==> config.mk <==
export PLATFORM = sky130hd
export DESIGN_NAME = uart_column_scheduler
export DESIGN_NICKNAME = d
export VERILOG_FILES = /design/src/rtl/uart_column_scheduler.sv
export SDC_FILE = /design/constraint.sdc
export NUM_CORES = 1
export LEC_CHECK = 0
export ABC_AREA = 1
export BUFFER_PORTS_ARGS = -buffer_cell sky130_fd_sc_hd__buf_2
export CAP_MARGIN = 0
export CORE_MARGIN = 1.5
export CORE_UTILIZATION = 53
export CTS_CLUSTER_DIAMETER = 200
export CTS_CLUSTER_SIZE = 28
export DETAILED_ROUTE_END_ITERATION = 6
export PLACE_DENSITY = 0.84
export SYNTH_ARGS = -nofsm -noshare
export SYNTH_HDL_FRONTEND = slang
export SYNTH_SLANG_ARGS = --single-unit
export TNS_END_PERCENT = 20
==> constraint.sdc <==
create_clock -name uart_column_scheduler_clock -period 2.4 [get_ports uart_column_scheduler_clock]
set_input_delay 0.6 -clock uart_column_scheduler_clock [delete_from_list [all_inputs] [get_ports uart_column_scheduler_clock]]
set_output_delay 0.6 -clock uart_column_scheduler_clock [all_outputs]
set_load 0.02 [all_outputs]
==> src/rtl/uart_column_scheduler.sv <==
`timescale 1ns/1ps
`default_nettype none
//==============================================================================
// Module   : uart_column_scheduler
// Brief    : Round-robin sequencer sharing one UART transmitter across the
//            columns of the result matrix; optional statistics outputs are
//            built when UART_COLUMN_SCHEDULER_STATS_EN is defined.
// Revision : 1.0  initial release
//==============================================================================
module uart_column_scheduler #(
    parameter  int COLUMNS    = 4,
    parameter  int ROWS       = 4,
    parameter  int FRAME_BITS = 11,
    parameter  int GAP_CYCLES = 2,
    localparam int c_ROW_W    = (ROWS > 1) ? $clog2(ROWS) : 1
) (
    input  logic                      uart_column_scheduler_clock,
    input  logic                      uart_column_scheduler_reset_active_low,
    input  logic [COLUMNS-1:0]        uart_column_scheduler_request,
    output logic [COLUMNS-1:0]        uart_column_scheduler_ack,
    output logic signed [31:0]        uart_column_scheduler_column,
    output logic [c_ROW_W-1:0]        uart_column_scheduler_row,
    output logic                      uart_column_scheduler_load,
    output logic                      uart_column_scheduler_enable,
    output logic                      uart_column_scheduler_busy
`ifdef UART_COLUMN_SCHEDULER_STATS_EN
    ,
    output logic [15:0]               uart_column_scheduler_frames_sent,
    output logic [15:0]               uart_column_scheduler_wait_max
`endif
);

    localparam int c_PTR_W = (COLUMNS > 1) ? $clog2(COLUMNS) : 1;
    localparam int c_BIT_W = (FRAME_BITS > 1) ? $clog2(FRAME_BITS) : 1;
    localparam int c_GAP_W = (GAP_CYCLES > 1) ? $clog2(GAP_CYCLES) : 1;
    localparam logic [c_ROW_W-1:0] c_ROW_LAST = c_ROW_W'(ROWS - 1);
    localparam logic [c_PTR_W-1:0] c_PTR_LAST = c_PTR_W'(COLUMNS - 1);
    localparam logic [COLUMNS-1:0] c_ACK_ONE  = COLUMNS'(1);

    typedef enum logic [2:0] {
        ST_IDLE = 3'd0,
        ST_LOAD = 3'd1,
        ST_SEND = 3'd2,
        ST_DONE = 3'd3,
        ST_GAP  = 3'd4
    } state_t;

    state_t               r_state;
    logic [COLUMNS-1:0]   r_ack;
    logic signed [31:0]   r_column;
    logic [c_ROW_W-1:0]   r_row;
    logic                 r_load;
    logic                 r_enable;
    logic                 r_busy;
    logic [c_PTR_W-1:0]   r_pointer;
    logic [c_BIT_W-1:0]   r_bit_count;
    logic [c_GAP_W-1:0]   r_gap_count;

    logic [c_PTR_W-1:0]   w_grant;
    logic [c_PTR_W-1:0]   w_idx;
    logic                 w_any_request;
    logic                 w_frame_end;
    logic [c_PTR_W-1:0]   w_column_low;

    // Scan offsets from the highest down so the offset nearest the pointer wins.
    always_comb begin
        w_grant       = '0;
        w_idx         = '0;
        w_any_request = 1'b0;
        for (int i = COLUMNS - 1; i >= 0; i--) begin
            w_idx = c_PTR_W'((int'(r_pointer) + i) % COLUMNS);
            if (uart_column_scheduler_request[w_idx]) begin
                w_grant       = w_idx;
                w_any_request = 1'b1;
            end
        end
    end

    assign w_frame_end  = (int'(r_bit_count) == FRAME_BITS - 1);
    assign w_column_low = r_column[c_PTR_W-1:0];

    always_ff @(posedge uart_column_scheduler_clock) begin
        if (!uart_column_scheduler_reset_active_low) begin
            r_state     <= ST_IDLE;
            r_ack       <= '0;
            r_column    <= '0;
            r_row       <= '0;
            r_load      <= 1'b0;
            r_enable    <= 1'b0;
            r_busy      <= 1'b0;
            r_pointer   <= '0;
            r_bit_count <= '0;
            r_gap_count <= '0;
        end else begin
            r_load <= 1'b0;
            r_ack  <= '0;
            case (r_state)
                ST_IDLE: begin
                    if (w_any_request) begin
                        r_column <= 32'(w_grant);
                        r_load   <= 1'b1;
                        r_busy   <= 1'b1;
                        r_state  <= ST_LOAD;
                    end
                end
                ST_LOAD: begin
                    r_enable    <= 1'b1;
                    r_row       <= '0;
                    r_bit_count <= '0;
                    r_state     <= ST_SEND;
                end
                ST_SEND: begin
                    if (w_frame_end) begin
                        r_bit_count <= '0;
                        // Ack is raised on entry so it coincides with the DONE cycle.
                        if (r_row == c_ROW_LAST) begin
                            r_enable <= 1'b0;
                            r_ack    <= c_ACK_ONE << w_column_low;
                            r_state  <= ST_DONE;
                        end else begin
                            r_row <= r_row + 1'b1;
                        end
                    end else begin
                        r_bit_count <= r_bit_count + 1'b1;
                    end
                end
                ST_DONE: begin
                    r_pointer   <= (w_column_low == c_PTR_LAST) ? '0 : w_column_low + 1'b1;
                    r_gap_count <= '0;
                    if (GAP_CYCLES == 0) begin
                        r_busy  <= 1'b0;
                        r_state <= ST_IDLE;
                    end else begin
                        r_state <= ST_GAP;
                    end
                end
                ST_GAP: begin
                    if (int'(r_gap_count) >= GAP_CYCLES - 1) begin
                        r_busy  <= 1'b0;
                        r_state <= ST_IDLE;
                    end else begin
                        r_gap_count <= r_gap_count + 1'b1;
                    end
                end
                default: begin
                    r_enable <= 1'b0;
                    r_busy   <= 1'b0;
                    r_state  <= ST_IDLE;
                end
            endcase
        end
    end

    assign uart_column_scheduler_ack    = r_ack;
    assign uart_column_scheduler_column = r_column;
    assign uart_column_scheduler_row    = r_row;
    assign uart_column_scheduler_load   = r_load;
    assign uart_column_scheduler_enable = r_enable;
    assign uart_column_scheduler_busy   = r_busy;

`ifdef UART_COLUMN_SCHEDULER_STATS_EN
    logic [15:0] r_frames_sent;
    logic [15:0] r_wait_max;
    logic [15:0] r_wait_count [COLUMNS];
    logic        w_waiting_state;
    logic        w_granting;

    assign w_waiting_state = (r_state == ST_IDLE) || (r_state == ST_GAP);
    assign w_granting      = (r_state == ST_IDLE) && w_any_request;

    // Wait counts cover IDLE/GAP cycles spent pending before the grant cycle.
    always_ff @(posedge uart_column_scheduler_clock) begin
        if (!uart_column_scheduler_reset_active_low) begin
            r_frames_sent <= '0;
            r_wait_max    <= '0;
            for (int i = 0; i < COLUMNS; i++) begin
                r_wait_count[i] <= '0;
            end
        end else begin
            if ((r_state == ST_SEND) && w_frame_end && (r_frames_sent != 16'hFFFF)) begin
                r_frames_sent <= r_frames_sent + 16'd1;
            end
            if (w_granting && (r_wait_count[w_grant] > r_wait_max)) begin
                r_wait_max <= r_wait_count[w_grant];
            end
            for (int i = 0; i < COLUMNS; i++) begin
                if (!uart_column_scheduler_request[i]) begin
                    r_wait_count[i] <= '0;
                end else if (w_granting && (w_grant == c_PTR_W'(i))) begin
                    r_wait_count[i] <= '0;
                end else if (w_waiting_state && (r_wait_count[i] != 16'hFFFF)) begin
                    r_wait_count[i] <= r_wait_count[i] + 16'd1;
                end
            end
        end
    end

    assign uart_column_scheduler_frames_sent = r_frames_sent;
    assign uart_column_scheduler_wait_max    = r_wait_max;
`else
    // Statistics counters are not built in this configuration.
`endif

endmodule
`default_nettype wire

==> run_results.csv <==
group,metric,value,unit
timing,fin_ws,818,ps
pwr,ir_drop,822,uV
synth,yosys.area.top_type,"dfxtp_1",
floorplanning,die-area,2860,sq um
critical_path,worstPathCellList,"inv_1 -> ha_1 -> nand2_1 -> nor2_1 -> nor2_2 -> nor2_1 -> nand2_1 -> inv_1 -> o211a_1",
synth,ys_seq_elements,21,
min_path,hp-start,"r_gap_count",
clock_network,cts_root_buf,"clkbuf_4",
clock_network,clockBufferDepth,2,
critical_path,cp.required,2610,ps
synth,synth.distinct_cells,28,
placed_design,place_congestion,0.811,
critical_path,crit_path_max_incr_delay,430,ps
routing,dr_total_vias,1066,
routing,final_antenna_net_count,0,
floorplanning,ios,47,
routing,drc_errors,0,
clock_network,cts_resized,0,
global_route,overflow,0,
critical_path,timing_worst_setup_path_type,"reg2reg",
timing,slew_viol_final,0,
routing,via_per_inst,4.58,
floorplanning,initial_core_util,55.1,%
synth,synthTopCellsByArea,"dfxtp_1 (31%), buf_4 (17%), nand2_1 (9.4%)",
timing,post-route-period-util,65.9,%
timing,clock.fmax,632,MHz
routing,dr.first_iter.drc_count,26,
placed_design,place_area,1330,sq um
placed_design,dp_worst_setup_slack,777,ps
timing,fin_setup_tns,0,ps
routing,drtPass1Iterations,4,
cells_and_area,antenna_cells,0,
routing,wl,2.26,mm
critical_path,cp.arrival,1790,ps
synth,synth_warnings,0,
floorplanning,die_x,53.5,um
synth,netlist.area_leader.share,31.1,%
min_path,min_path_type,"reg2reg",
critical_path,ff2ff_path_depth,9,
cells_and_area,drive_above_1_share,19.7,%
critical_path,worstSetupEndpointType,"flip-flop",
min_path,whs_endpoint,"r_gap_count",
cells_and_area,instances_no_fill,233,
global_route,grt_pass1_wl,3.80,mm
critical_path,start_kind,"flip-flop",
critical_path,regToRegSetupSlack,820,ps
clock_network,clk_latency,300,ps
floorplanning,core-area,2450,sq um
synth,synth-seq-area-share,31.1,%
placed_design,hpwlAfterDp,1.76,mm
cells_and_area,n_fill_cell,266,
synth,synth.avg_cell_area,7.23,sq um
global_route,grt_max_degree,13,
synth,synthCells,187,
critical_path,cp_slowest_cell,"dfxtp_1",
timing,rsz0062_at_grt,"no",
floorplanning,die_height,53.5,um
timing,period_minus_slack,1580,ps
synth,syn_area,1350,sq um
routing,wl_per_cell,9.68,um
clock_network,htree_levels,1,
critical_path,crit_fanout,6,
global_route,grt_pass1_vias,929,
clock_network,cts.sinks,21,
global_route,antenna_found_initial,0,
critical_path,reg2reg_to,"uart_column_scheduler_row[0]",
floorplanning,rows,18,
min_path,hold_path_depth,2,
critical_path,crit_family,"simple AND/OR/NAND/NOR gates",
clock_network,numCtsBuffers,3,
run,drv_cap,0,
timing,skew,3.94,ps
clock_network,ctsHoldBuffers,0,
status,status,"finished clean",
pwr,power,1.31,mW
pwr,p_leak,0.704,nW
global_route,track_usage,17.9,%
critical_path,crit_buf_inv,2,
critical_path,timing.rr.start,"r_bit_count[0]",
timing,hold_violations,0,
timing,setup-violations-final,0,
pwr,power_density,964,nW/um^2
cells_and_area,fin_area,1360,sq um
clock_network,tritoncts,"done",
cells_and_area,num-nets-final,214,
cells_and_area,area_growth,0.555,%
clock_network,cts.reportedPaths.clkPinSlew,110,ps
placed_design,numPortBuffers,16,
placed_design,dp.cells,229,
clock_network,post_cts_buffers,0,
[kinds of logic after synthesis]
| group | share of synthesized area (%) |
|---|---|
| and+or+nand+nor | 30.4 |
| buffers and inverters | 23.1 |
| AOI/OAI and AO/OA | 10.7 |
| DFF | 31.1 |
| adders and majority gates | 3.70 |
| xor gates and xnor gates | 0.648 |
| other | 0.277 |
[area by class of cell]
| class | count | area (sq um) | area share [%] |
|---|---|---|---|
| well taps | 30 | 37.5 | 2.76 |
| repair buffers | 16 | 80.1 | 5.89 |
| flip-flops and latches | 21 | 420 | 30.9 |
| inverters | 16 | 67.6 | 4.97 |
| clock buffers | 4 | 26.3 | 1.93 |
| multi-input cells | 146 | 728 | 53.5 |
[cells in the mapped netlist]
cell type  number
nand2_4         2
ha_1            4
and2_1          1
clkbuf_1        1
inv_8           1
nand4_1         3
conb_1          1
o21ai_0         6
o21ai_1         2
nand3b_1        1
a21oi_4         1
dfxtp_1        21
a31o_2          1
inv_1          13
buf_4          30
nand2_1        34
nand3_1         9
buf_2           1
nor2_4          2
xor2_1          1
o211a_1         1
inv_2           2
o211ai_1        2
buf_6           1
nor2_2          2
nor2_1         23
nand2_2        10
a21oi_1        11
[metal layers]
| metal | up-vias | share of wire (%) | GRT usage [%] |
|---|---|---|---|
| met1 | 460 | 45 | 21.9 |
| met5 | - | 0 | 0 |
| li1 | 560 | - | - |
| met4 | 0 | 0.84 | 2.99 |
| met3 | 2 | 6.9 | 5.37 |
| met2 | 44 | 47 | 31.3 |
[worst reg2reg max path, stage by stage, from the launching register on]
cell and delay (ps):
dfxtp_1 430, inv_1 70, ha_1 190, nand2_1 60, nor2_1 70, nor2_2 270
nor2_1 70, nand2_1 80, inv_1 60, o211a_1 200
[sequential cells by signal (all words and copies together), names as in the netlist, 2 cells and up]
register,count
r_bit_count,4
r_pointer,2
uart_column_scheduler_column,2
uart_column_scheduler_row,2
r_state,3
uart_column_scheduler_ack,4
[metrics by stage]
step | util, % | hold WS [ps]
after floorplan | - | 446
after CTS | 55.4 | 486
after detailed placement | 54.3 | 467
final | 55.4 | 484
after global routing | 55.4 | 505
after global placement | 54.3 | 458
[cells in the final DEF, fill, tap and decap left out]
| master | count |
|---|---|
| nand2_1 | 34 |
| conb_1 | 30 |
| nor2_1 | 23 |
| dfxtp_1 | 21 |
| buf_2 | 16 |
| inv_1 | 13 |
| a21oi_1 | 11 |
| nand2_2 | 10 |
| nand3_1 | 9 |
| o21ai_0 | 6 |
| ha_1 | 4 |
| nand4_1 | 3 |
| clkbuf_4 | 3 |
| nor2_2 | 2 |
| inv_2 | 2 |
| nand2_4 | 2 |
| nor2_4 | 2 |
| o211ai_1 | 2 |
| o21ai_1 | 2 |
| nand3b_1 | 1 |
| inv_8 | 1 |
| and2_1 | 1 |
| a21oi_4 | 1 |
| a31o_2 | 1 |
| xor2_1 | 1 |
| o211a_1 | 1 |
| clkbuf_1 | 1 |
[worst max-delay path by stage]
stage,start,endpoint,slack [ps],cells past startpoint
after floorplan,uart_column_scheduler_request[2],uart_column_scheduler_column[1],1010,10
after global placement,uart_column_scheduler_request[2],r_state[0],820,9
after detailed placement,uart_column_scheduler_request[2],uart_column_scheduler_column[1],780,11
after CTS,uart_column_scheduler_column[0],uart_column_scheduler_column[0],820,1
after global routing,r_bit_count[0],uart_column_scheduler_row[0],620,10
final,r_bit_count[0],uart_column_scheduler_row[0],820,9
[power breakdown]
group	leakage, nW	switching, mW	internal, mW
Combinational	0.517	0.441	0.209
Clock	0.0150	0.107	0.0649
Sequential	0.171	0.0703	0.420
Total	0.704	0.618	0.694
Power figures use the tool's default switching activity.
